## src/rtl/traffic_light_pkg.sv

```systemverilog
// Shared junction-light definitions: aspects, phase codes,
// default dwells and fault bit positions.
package traffic_light_pkg;

  localparam logic [2:0] RED = 3'b100;
  localparam logic [2:0] YEL = 3'b010;
  localparam logic [2:0] GRN = 3'b001;

  localparam logic [2:0] S1 = 3'd0;
  localparam logic [2:0] S2 = 3'd1;
  localparam logic [2:0] S3 = 3'd2;
  localparam logic [2:0] S4 = 3'd3;
  localparam logic [2:0] S5 = 3'd4;
  localparam logic [2:0] S6 = 3'd5;
  localparam logic [2:0] PH_NONE = 3'd7;

  localparam int DW1_DEF = 8;
  localparam int DW2_DEF = 3;
  localparam int DW3_DEF = 6;
  localparam int DW4_DEF = 3;
  localparam int DW5_DEF = 4;
  localparam int DW6_DEF = 3;
  localparam int DWELL_MAX_DEF = 15;

  localparam int ERR_SEQ   = 0;
  localparam int ERR_DWELL = 1;
  localparam int ERR_ILL   = 2;
  localparam int ERR_CONF  = 3;

  typedef struct packed {
    logic [2:0] m1;
    logic [2:0] mt;
    logic [2:0] m2;
    logic [2:0] s;
  } lights_t;

  typedef enum logic {
    ACQUIRE,
    TRACK
  } mon_state_t;

  function automatic logic [2:0] next_phase(
    input logic [2:0] p
  );
    return (p == S6) ? S1 : p + 3'd1;
  endfunction

endpackage

```

## src/rtl/traffic_light_monitor_if.sv

```systemverilog
// Light bus as seen by the monitor, plus its status outputs.
// master = bus driver / supervisor, slave = monitor.
interface traffic_light_monitor_if;

  logic [2:0] light_M1;
  logic [2:0] light_MT;
  logic [2:0] light_M2;
  logic [2:0] light_S;
  logic       clr_err;
  logic [2:0] phase;
  logic       locked;
  logic [3:0] dwell;
  logic [7:0] cycle_cnt;
  logic [3:0] err_pulse;
  logic [3:0] err_status;

  modport master (
    output light_M1, light_MT,
    output light_M2, light_S,
    output clr_err,
    input  phase, locked, dwell,
    input  cycle_cnt,
    input  err_pulse, err_status
  );

  modport slave (
    input  light_M1, light_MT,
    input  light_M2, light_S,
    input  clr_err,
    output phase, locked, dwell,
    output cycle_cnt,
    output err_pulse, err_status
  );

endinterface

```

## src/rtl/traffic_light_decoder.sv

```systemverilog
// Combinational aspect decoder: four approaches to a phase
// code plus illegal / conflicting-green flags.
module traffic_light_decoder
  import traffic_light_pkg::*;
(
  input  lights_t    lights,
  output logic [2:0] phase,
  output logic       illegal,
  output logic       conflict
);

  logic main_go;

  always_comb begin
    phase = PH_NONE;
    unique case (1'b1)
      (lights == {GRN, RED, GRN, RED}): phase = S1;
      (lights == {GRN, RED, YEL, RED}): phase = S2;
      (lights == {GRN, GRN, RED, RED}): phase = S3;
      (lights == {YEL, YEL, RED, RED}): phase = S4;
      (lights == {RED, RED, RED, GRN}): phase = S5;
      (lights == {RED, RED, RED, YEL}): phase = S6;
      default:                          phase = PH_NONE;
    endcase
  end

  assign main_go = (lights.m1 != RED) ||
                   (lights.mt != RED) ||
                   (lights.m2 != RED);

  // Cross-traffic conflicts; every one is also illegal.
  assign conflict =
    ((lights.s != RED) && main_go) ||
    ((lights.mt != RED) && (lights.m2 != RED));

  assign illegal = (phase == PH_NONE);

endmodule

```

## src/rtl/traffic_light_monitor.sv

```systemverilog
// Passive light-bus checker: decodes the six-phase sequence,
// measures dwell and raises sequence/dwell/aspect faults.
module traffic_light_monitor
  import traffic_light_pkg::*;
#(
  parameter int DW1       = DW1_DEF,
  parameter int DW2       = DW2_DEF,
  parameter int DW3       = DW3_DEF,
  parameter int DW4       = DW4_DEF,
  parameter int DW5       = DW5_DEF,
  parameter int DW6       = DW6_DEF,
  parameter int DWELL_MAX = DWELL_MAX_DEF
) (
  input logic clk,
  input logic rst,
  traffic_light_monitor_if.slave bus
);

  localparam logic [3:0] DMAX = 4'(DWELL_MAX);

  lights_t    sa_q;
  logic       sa_vld;
  logic [2:0] dec_ph;
  logic       dec_ill;
  logic       dec_conf;

  mon_state_t state_q, state_d;
  logic [2:0] prev_q;
  logic [2:0] phase_q, phase_d;
  logic [3:0] dwell_q, dwell_d;
  logic [7:0] cnt_q, cnt_d;
  logic [3:0] pulse_q, pulse_d;
  logic [3:0] status_q;

  logic [3:0] dwell_inc;
  logic [3:0] dw_cur;
  logic       acq_hit;
  logic       same_ph;
  logic       seq_f;
  logic       dw_f;

  traffic_light_decoder u_dec (
    .lights   (sa_q),
    .phase    (dec_ph),
    .illegal  (dec_ill),
    .conflict (dec_conf)
  );

  assign dwell_inc = (dwell_q == 4'hf) ? 4'hf : dwell_q + 4'd1;
  assign same_ph   = (dec_ph == phase_q);

  // Lock only on a valid-to-valid edge so the partial phase
  // seen on entry is never judged.
  assign acq_hit = sa_vld && !dec_ill &&
                   (prev_q != PH_NONE) &&
                   (dec_ph != prev_q);

  always_comb begin
    dw_cur = 4'(DW1);
    unique case (phase_q)
      S2:      dw_cur = 4'(DW2);
      S3:      dw_cur = 4'(DW3);
      S4:      dw_cur = 4'(DW4);
      S5:      dw_cur = 4'(DW5);
      S6:      dw_cur = 4'(DW6);
      default: dw_cur = 4'(DW1);
    endcase
  end

  always_ff @(posedge clk) begin
    if (rst) begin
      sa_q     <= {RED, RED, RED, RED};
      sa_vld   <= 1'b0;
      state_q  <= ACQUIRE;
      prev_q   <= PH_NONE;
      phase_q  <= PH_NONE;
      dwell_q  <= '0;
      cnt_q    <= '0;
      pulse_q  <= '0;
      status_q <= '0;
    end else begin
      sa_q     <= {bus.light_M1, bus.light_MT,
                   bus.light_M2, bus.light_S};
      sa_vld   <= 1'b1;
      state_q  <= state_d;
      if (sa_vld) prev_q <= dec_ph;
      phase_q  <= phase_d;
      dwell_q  <= dwell_d;
      cnt_q    <= cnt_d;
      pulse_q  <= pulse_d;
      status_q <= (bus.clr_err ? 4'b0 : status_q) | pulse_q;
    end
  end

  always_comb begin
    state_d = state_q;
    if (sa_vld) begin
      unique case (state_q)
        ACQUIRE:
          if (acq_hit) state_d = TRACK;
        TRACK:
          if (dec_ill || (same_ph && dwell_inc == DMAX))
            state_d = ACQUIRE;
      endcase
    end
  end

  always_comb begin
    phase_d = phase_q;
    dwell_d = dwell_q;
    cnt_d   = cnt_q;
    pulse_d = '0;
    seq_f   = 1'b0;
    dw_f    = 1'b0;
    if (sa_vld) begin
      if (dec_ill) begin
        pulse_d[ERR_ILL]  = 1'b1;
        pulse_d[ERR_CONF] = dec_conf;
        phase_d = PH_NONE;
        dwell_d = '0;
      end else begin
        unique case (state_q)
          ACQUIRE: begin
            if (acq_hit) begin
              phase_d = dec_ph;
              dwell_d = 4'd1;
            end
          end
          TRACK: begin
            if (same_ph) begin
              dwell_d = dwell_inc;
              pulse_d[ERR_DWELL] = (dwell_inc == DMAX);
            end else begin
              seq_f = (dec_ph != next_phase(phase_q));
              dw_f  = (dwell_q != dw_cur);
              pulse_d[ERR_SEQ]   = seq_f;
              pulse_d[ERR_DWELL] = dw_f;
              phase_d = dec_ph;
              dwell_d = 4'd1;
              if (phase_q == S6 && dec_ph == S1 &&
                  !seq_f && !dw_f)
                cnt_d = cnt_q + 8'd1;
            end
          end
        endcase
      end
    end
  end

  assign bus.phase      = phase_q;
  assign bus.locked     = (state_q == TRACK);
  assign bus.dwell      = dwell_q;
  assign bus.cycle_cnt  = cnt_q;
  assign bus.err_pulse  = pulse_q;
  assign bus.err_status = status_q;

endmodule
```

## src/flat_wrapper.sv

```systemverilog
// flat-port wrapper written by rule: the top's interface ports become plain ports
module traffic_light_monitor_flat import traffic_light_pkg::*;
#(
  parameter int DW1       = DW1_DEF,
  parameter int DW2       = DW2_DEF,
  parameter int DW3       = DW3_DEF,
  parameter int DW4       = DW4_DEF,
  parameter int DW5       = DW5_DEF,
  parameter int DW6       = DW6_DEF,
  parameter int DWELL_MAX = DWELL_MAX_DEF
)
  (clk, rst, bus_light_M1, bus_light_MT, bus_light_M2, bus_light_S, bus_clr_err, bus_phase, bus_locked, bus_dwell, bus_cycle_cnt, bus_err_pulse, bus_err_status);
  traffic_light_monitor_if bus_i ();
  input logic clk;
  input logic rst;
  input wire logic [$bits(bus_i.light_M1)-1:0] bus_light_M1;
  input wire logic [$bits(bus_i.light_MT)-1:0] bus_light_MT;
  input wire logic [$bits(bus_i.light_M2)-1:0] bus_light_M2;
  input wire logic [$bits(bus_i.light_S)-1:0] bus_light_S;
  input wire logic [$bits(bus_i.clr_err)-1:0] bus_clr_err;
  output wire logic [$bits(bus_i.phase)-1:0] bus_phase;
  output wire logic [$bits(bus_i.locked)-1:0] bus_locked;
  output wire logic [$bits(bus_i.dwell)-1:0] bus_dwell;
  output wire logic [$bits(bus_i.cycle_cnt)-1:0] bus_cycle_cnt;
  output wire logic [$bits(bus_i.err_pulse)-1:0] bus_err_pulse;
  output wire logic [$bits(bus_i.err_status)-1:0] bus_err_status;
  assign bus_i.light_M1 = bus_light_M1;
  assign bus_i.light_MT = bus_light_MT;
  assign bus_i.light_M2 = bus_light_M2;
  assign bus_i.light_S = bus_light_S;
  assign bus_i.clr_err = bus_clr_err;
  assign bus_phase = bus_i.phase;
  assign bus_locked = bus_i.locked;
  assign bus_dwell = bus_i.dwell;
  assign bus_cycle_cnt = bus_i.cycle_cnt;
  assign bus_err_pulse = bus_i.err_pulse;
  assign bus_err_status = bus_i.err_status;
  traffic_light_monitor #(.DW1(DW1), .DW2(DW2), .DW3(DW3), .DW4(DW4), .DW5(DW5), .DW6(DW6), .DWELL_MAX(DWELL_MAX)) u_core (.clk(clk), .rst(rst), .bus(bus_i));
endmodule
```

## config.mk

```make
export PLATFORM = sky130hd
export DESIGN_NAME = traffic_light_monitor_flat
export DESIGN_NICKNAME = d
export VERILOG_FILES = /design/src/rtl/traffic_light_pkg.sv /design/src/rtl/traffic_light_monitor_if.sv /design/src/rtl/traffic_light_decoder.sv /design/src/rtl/traffic_light_monitor.sv /design/src/flat_wrapper.sv
export SDC_FILE = /design/constraint.sdc
export NUM_CORES = 1
export LEC_CHECK = 0
export CORE_UTILIZATION = 35
export CTS_BUF_LIST = sky130_fd_sc_hd__clkbuf_8
export DETAILED_ROUTE_END_ITERATION = 10
export PLACE_DENSITY = 0.63
export SETUP_SLACK_MARGIN = 0.1
export SLEW_MARGIN = 0
export SYNTH_ARGS = -nofsm -noshare
export SYNTH_HDL_FRONTEND = slang
export SYNTH_SLANG_ARGS = --single-unit
export TNS_END_PERCENT = 50
```

## constraint.sdc

```tcl
create_clock -name clk -period 3.3 [get_ports clk]
set_input_delay 0.66 -clock clk [delete_from_list [all_inputs] [get_ports clk]]
set_output_delay 0.66 -clock clk [all_outputs]
set_load 0.05 [all_outputs]
```

After elaboration in Yosys (flattened, before gate mapping)
Index checks and enable logic that the tools add are counted.
Widths: inputs -> output; s select.
{"block": "word_totals", "input_bits": 15, "word_cells": 92, "reg_bits": 40, "output_inout_bits": 24}
{"block": "classes", "n_reduce_logical": 25, "mux": 19, "addsub": 3, "n_bitwise": 5, "n_eq_ne": 25}
{"operator": "$eq 12x10->1 const B", "n": 3}
{"operator": "$eq 12x12->1 const B", "n": 2}
{"operator": "$mux 4", "n": 5}
{"operator": "$pmux 3 s6", "n": 1}
{"operator": "$ne 3x3->1 const B", "n": 5}
{"operator": "$eq 12x11->1 const B", "n": 1}
{"operator": "$mux 3", "n": 4}
{"operator": "$pmux 4 s3", "n": 1}
{"operator": "$eq 3x3->1 const B", "n": 3}
{"operator": "$logic_and 1x1->1", "n": 9}
{"operator": "$add 8x1->8 const B", "n": 1}
{"operator": "$eq 4x4->1 const B", "n": 2}
{"operator": "$pmux 4 s2", "n": 1}
{"operator": "$eq 3x2->1 const B", "n": 2}
{"operator": "$ne 3x3->1", "n": 2}
{"operator": "$pmux 3 s2", "n": 1}
{"operator": "$reduce_or 3->1", "n": 2}
{"operator": "$mux 1", "n": 5}
{"operator": "$reduce_and 5->1", "n": 1}
{"operator": "$reduce_or 5->1", "n": 1}
{"operator": "$add 4x1->4 const B", "n": 1}
{"operator": "$logic_or 1x1->1", "n": 4}
{"operator": "$ne 4x4->1", "n": 1}
{"operator": "$not 1->1", "n": 4}
{"operator": "other kinds (13)", "n": 15}

Longest topological paths before layout
{"block": "depth", "ltp_word": 10, "mapped_depth": 10, "mapped_depth_nobuf": 8}

Hierarchy
Synthesis repeated with hierarchy kept, for this count alone.
{"block": "unflattened", "hier_cells": 236, "area_unflattened_um2": 2163.3}
{"module": "traffic_light_monitor", "cells_each": 210, "instances": 1, "area_per_inst_um2": 1949.4, "seq_area_each_um2": 800.8}
{"module": "traffic_light_decoder", "cells_each": 26, "instances": 1, "area_per_inst_um2": 214.0, "seq_area_each_um2": 0.0}

Worst setup path before layout
OpenSTA, ideal clock, no wires.
{"block": "synth_timing", "path_type": "reg-to-reg", "startpoint": "register u_core.sa_q[1] (netlist name)", "endpoint": "register u_core.dwell_q[3], in the netlist u_core.bus.dwell[3]", "synth_period_minus_slack_ns": 2.837, "path_slack_ns": 0.463, "stages_incl_launch_ff": 11, "setup_ns": 0.116, "path_buffers": 2, "required_ns": 3.184, "arrival_time_ns": 2.722, "cell_sequence": "dfxtp_1 > or4b_1 > buf_2 > or4_4 > nor3_2 > a211oi_1 > o31a_1 > o41ai_4 > buf_6 > a211oi_1 > a31o_1"}
{"block": "synth_between", "elab_chain_cells": 9, "word_cells_on_any_way": 19, "cone_classes": "10 x eq/ne; 4 x mux; 5 x reduce/logical"}
{"element": "start, declared", "line_no": "traffic_light_monitor.sv:21", "rtl": "lights_t sa_q;"}
{"element": "start signal, assigned", "line_no": "traffic_light_monitor.sv:72", "rtl": "sa_q <= {RED, RED, RED, RED};"}
{"element": "start signal, assigned", "line_no": "traffic_light_monitor.sv:82", "rtl": "sa_q <= {bus.light_M1, bus.light_MT,"}
{"element": "$eq 12x12->1, or another cell as far along", "line_no": "traffic_light_decoder.sv:22", "rtl": "(lights == {RED, RED, RED, YEL}): phase = S6;"}
{"element": "$pmux 3 s6 (*)", "line_no": "traffic_light_decoder.sv:16", "rtl": "unique case (1'b1)"}
{"element": "$eq 3x3->1", "line_no": "traffic_light_decoder.sv:36", "rtl": "assign illegal = (phase == PH_NONE);"}
{"element": "$logic_not 1->1", "line_no": "traffic_light_monitor.sv:54", "rtl": "assign acq_hit = sa_vld && !dec_ill &&"}
{"element": "$logic_and 1x1->1 (2 in a row)", "line_no": "traffic_light_monitor.sv:54"}
{"element": "$logic_and 1x1->1", "line_no": "traffic_light_monitor.sv:55", "rtl": "(prev_q != PH_NONE) &&"}
{"element": "$ne 3x1->1 (no source line)"}
{"element": "$reduce_and 2->1 (no source line)"}
{"element": "end signal, assigned", "line_no": "traffic_light_monitor.sv:88", "rtl": "dwell_q <= dwell_d;"}
{"element": "end, declared", "line_no": "traffic_light_monitor.sv:30", "rtl": "logic [3:0] dwell_q, dwell_d;"}
Every way passes the cells marked *; elsewhere a longest branch is shown, timed or not.
A chain may end at the register's enable or synchronous reset.

Worst setup path after layout
{"block": "layout_timing", "startpoint": "register u_core.sa_q[2] (netlist name)", "endpoint": "register u_core.dwell_q[1], in the netlist u_core.bus.dwell[1]"}
The elaborated chain is that of the path after synthesis.

==> results by group <==
Worst setup path
  – Startpoint types: flip-flop
  – CP required: 3.52 ns
  – CP arrival: 3.22 ns
  – Worst Path Max Fanout: 8
  – Critical path type: flip-flop to flip-flop
  – Endpoint class of the critical path: flip-flop

Yosys
  – Mapped Cells: 245
  – Post-synth EDFFs: 0
  – Yosys cell types: 71
  – Sequential element share of the synthesized area: 0.367
  – Top cells by area, synth: dfxtp_1, nor2b_1, nor2_1
  – Post-Syn Area: 2180 um^2
  – Syn_nets: 262
  – Synth warn: 0
  – Most used DFF post-synth: dfxtp_1
  – Async SR Flop Fraction: 0
  – Syn_area_per_cell: 8.91 um^2
  – Dominant cell type by area after synthesis: dfxtp_1
  – Yosys top cell area share: 0.367
  – Synthesized flop and latch total: 40

Pwr
  – Leakage: 1.02 nW
  – Sw power: 266 uW
  – Pwr/cell area: 374 nW/um^2
  – Switching share of total power: 0.255
  – Peak supply drop: 0.199 mV
  – Power share of the sequential group: 0.492
  – Clock power share: 0.392
  – Int Power: 780 uW
  – Tot Pwr: 1.05 mW
  – Comb power frac: 0.116

STA
  – Setup WS post-layout: 0.303 ns
  – Fmax: 334 MHz
  – Final Setup Violations: 0
  – RSZ-0062 raised after global routing: yes
  – Tcrit/Tclk final: 0.908
  – Final hold violation count: 0
  – Period minus WS final: 3.00 ns
  – Post-Route Skew: 0.00737 ns
  – Worst Tran Pin Value: 0.589 ns
  – Slew Limit Fails: 0
  – Setup TNS: 0 ns
  – Slew margin rel.: 0.602

Detailed routing
  – DRC viols: 0
  – TritonRoute pass-1 iters: 4
  – DRT iter0 DRCs: 125
  – Number of routed nets with antenna violations: 0
  – Vias post-DR: 1,920
  – WL final: 4800 um
  – Drt via density: 5.29
  – WL/cell: 13.2 um

Place
  – Final Wtd Congestion: 0.861
  – # placed instances: 355
  – Pre-CTS setup slack: 0.232 ns
  – Post-DP HPWL: 3570 um
  – PortBufs: 38

Layout
  – # fillers: 601
  – Final core occ: 0.469
  – # diodes: 0
  – Fin cells: 363
  – Fraction of layout cells with a size suffix above 1: 0.139
  – Layout area overhead: 28.0%
  – Most common cell after layout, fill and taps aside: dfxtp_1
  – Final nets: 304
  – Commonest cells after routing, fill and taps aside: dfxtp_1, clkdlybuf4s50_1, nor2_1

Global routing
  – Vias in the first global route: 1,761
  – Initial antenna violation count: 0
  – Largest net degree at the start of global routing: 26
  – Total gr overflow: 0
  – All-Layer GR Usage: 0.165
  – First-pass GRT wire length: 8310 um

Floorplan
  – Die area: 6560 um^2
  – Initial core utilization: 0.367
  – # rows: 28
  – Core Area: 5960 um^2
  – Die width: 81.0 um
  – IO Pins: 39
  – DIE HEIGHT: 81.0 um

CTS
  – H-tree depth: 2
  – Setup bufs post-CTS: 0
  – Worst skew pair latency: 0.30 ns
  – Total CTS buffers: 5
  – Maximum clock insertion buffer count: 2
  – Clock transition at path regs: 0.08 ns
  – TritonCTS clock tree: yes
  – Root Driver: clkbuf_8
  – Post-CTS resize count: 0
  – # hold bufs at CTS: 0
  – Clk sinks: 40

Status
  – Status: finished, final reports clean

Flow run
  – Max-Cap Viols: 0

Min path
  – Min-delay worst type: flip-flop to flip-flop
==> final cells by class <==
class	instances	area, um^2	share of cell area
multi-input cells	187	1320	0.472
flip-flops and latches	40	801	0.287
repair buffers	46	440	0.158
well taps	75	93.8	0.0336
clock buffers	5	68.8	0.0246
clock inverters	3	46.3	0.0166
inverters	7	26.3	0.00940
==> routing by layer <==
metal	vias up	GRT usage	share of wire
met4	0	0.0857	0.026
met2	50	0.258	0.46
met3	11	0.0303	0.048
met5	-	0	0
met1	873	0.215	0.47
li1	986	-	-
==> power groups by stage <==
| stage | logic (mW) | registers, mW | clock network, mW |
|---|---|---|---|
| 2_1_floorplan | 0.0654 | 0.535 | 0 |
| 3_3_place_gp | 0.117 | 0.525 | 0 |
| 3_5_place_dp | 0.118 | 0.526 | 0 |
| 4_1_cts | 0.119 | 0.514 | 0.420 |
| 5_1_grt | 0.134 | 0.517 | 0.438 |
| 6_report | 0.122 | 0.514 | 0.410 |
==> per-stage QoR <==
stage | hold slack (ns) | instance area [um^2]
6_report | 0.473 | 2790
2_1_floorplan | 0.500 | 2180
4_1_cts | 0.481 | 2770
3_3_place_gp | 0.455 | 2650
5_1_grt | 0.527 | 2790
3_5_place_dp | 0.460 | 2650
==> worst paths after layout <==
kind	slack, ns	to	from	cells past startpoint
max	0.30	u_core.bus.dwell[1]	u_core.sa_q[2]	9
min	0.47	u_core.bus.err_status[1]	u_core.bus.err_pulse[1]	2
max reg2reg	0.30	u_core.bus.dwell[1]	u_core.sa_q[2]	9
min reg2reg	0.47	u_core.bus.err_status[1]	u_core.bus.err_pulse[1]	2
==> cells by family (layout without fill, tap and decap cells) <==
logic type / after synthesis / count (layout) / share of synthesized area
AND/OR/NAND/NOR: 117 / 117 / 0.324
AO/OA/AOI/OAI: 54 / 54 / 0.195
flip-flops: 40 / 40 / 0.367
buffers and inverters: 18 / 61 / 0.0430
XOR/XNOR: 9 / 9 / 0.0361
multiplexers: 4 / 4 / 0.0189
adder cells (fa/ha/maj): 3 / 3 / 0.0160
==> cell usage after synthesis, types with 2 or more instances <==
library cell and instances:
nor4b_1 2, o21a_1 2, a211oi_1 4, a21o_1 2
o211ai_1 2, xnor2_1 6, nor3_1 9, nand3_1 11
o21ai_0 9, or3_1 4, mux2i_1 3, xor2_1 3
o31ai_1 3, and4b_1 2, a31oi_1 4, or4_1 3
ha_1 2, nor4_1 2, and2_1 3, clkbuf_2 2
or4bb_2 2, dfxtp_1 40, or2_2 5, inv_1 7
clkbuf_1 4, nor2b_1 14, buf_2 2, nand2_1 17
nor2_1 22, a21oi_1 11, nand4b_1 2, nand3b_1 2
==> sequential cells by signal (all words and copies together), names as in the netlist <==
signal and flops:
u_core.bus.cycle_cnt 8, u_core.bus.dwell 4, u_core.bus.err_pulse 4, u_core.bus.err_status 4
u_core.bus.locked 1, u_core.bus.phase 3, u_core.prev_q 3, u_core.sa_q 12
u_core.sa_vld 1
==> worst max-delay path: stages, from the launching register on <==
cell	delay (ns)
dfxtp_1	0.42
or4b_4	0.56
nor4_4	0.41
a221oi_1	0.22
and2_1	0.21
o31a_1	0.26
o41ai_4	0.48
buf_4	0.22
nand3_1	0.08
o31ai_1	0.08
No activity file was read; power rests on OpenSTA's default activity.
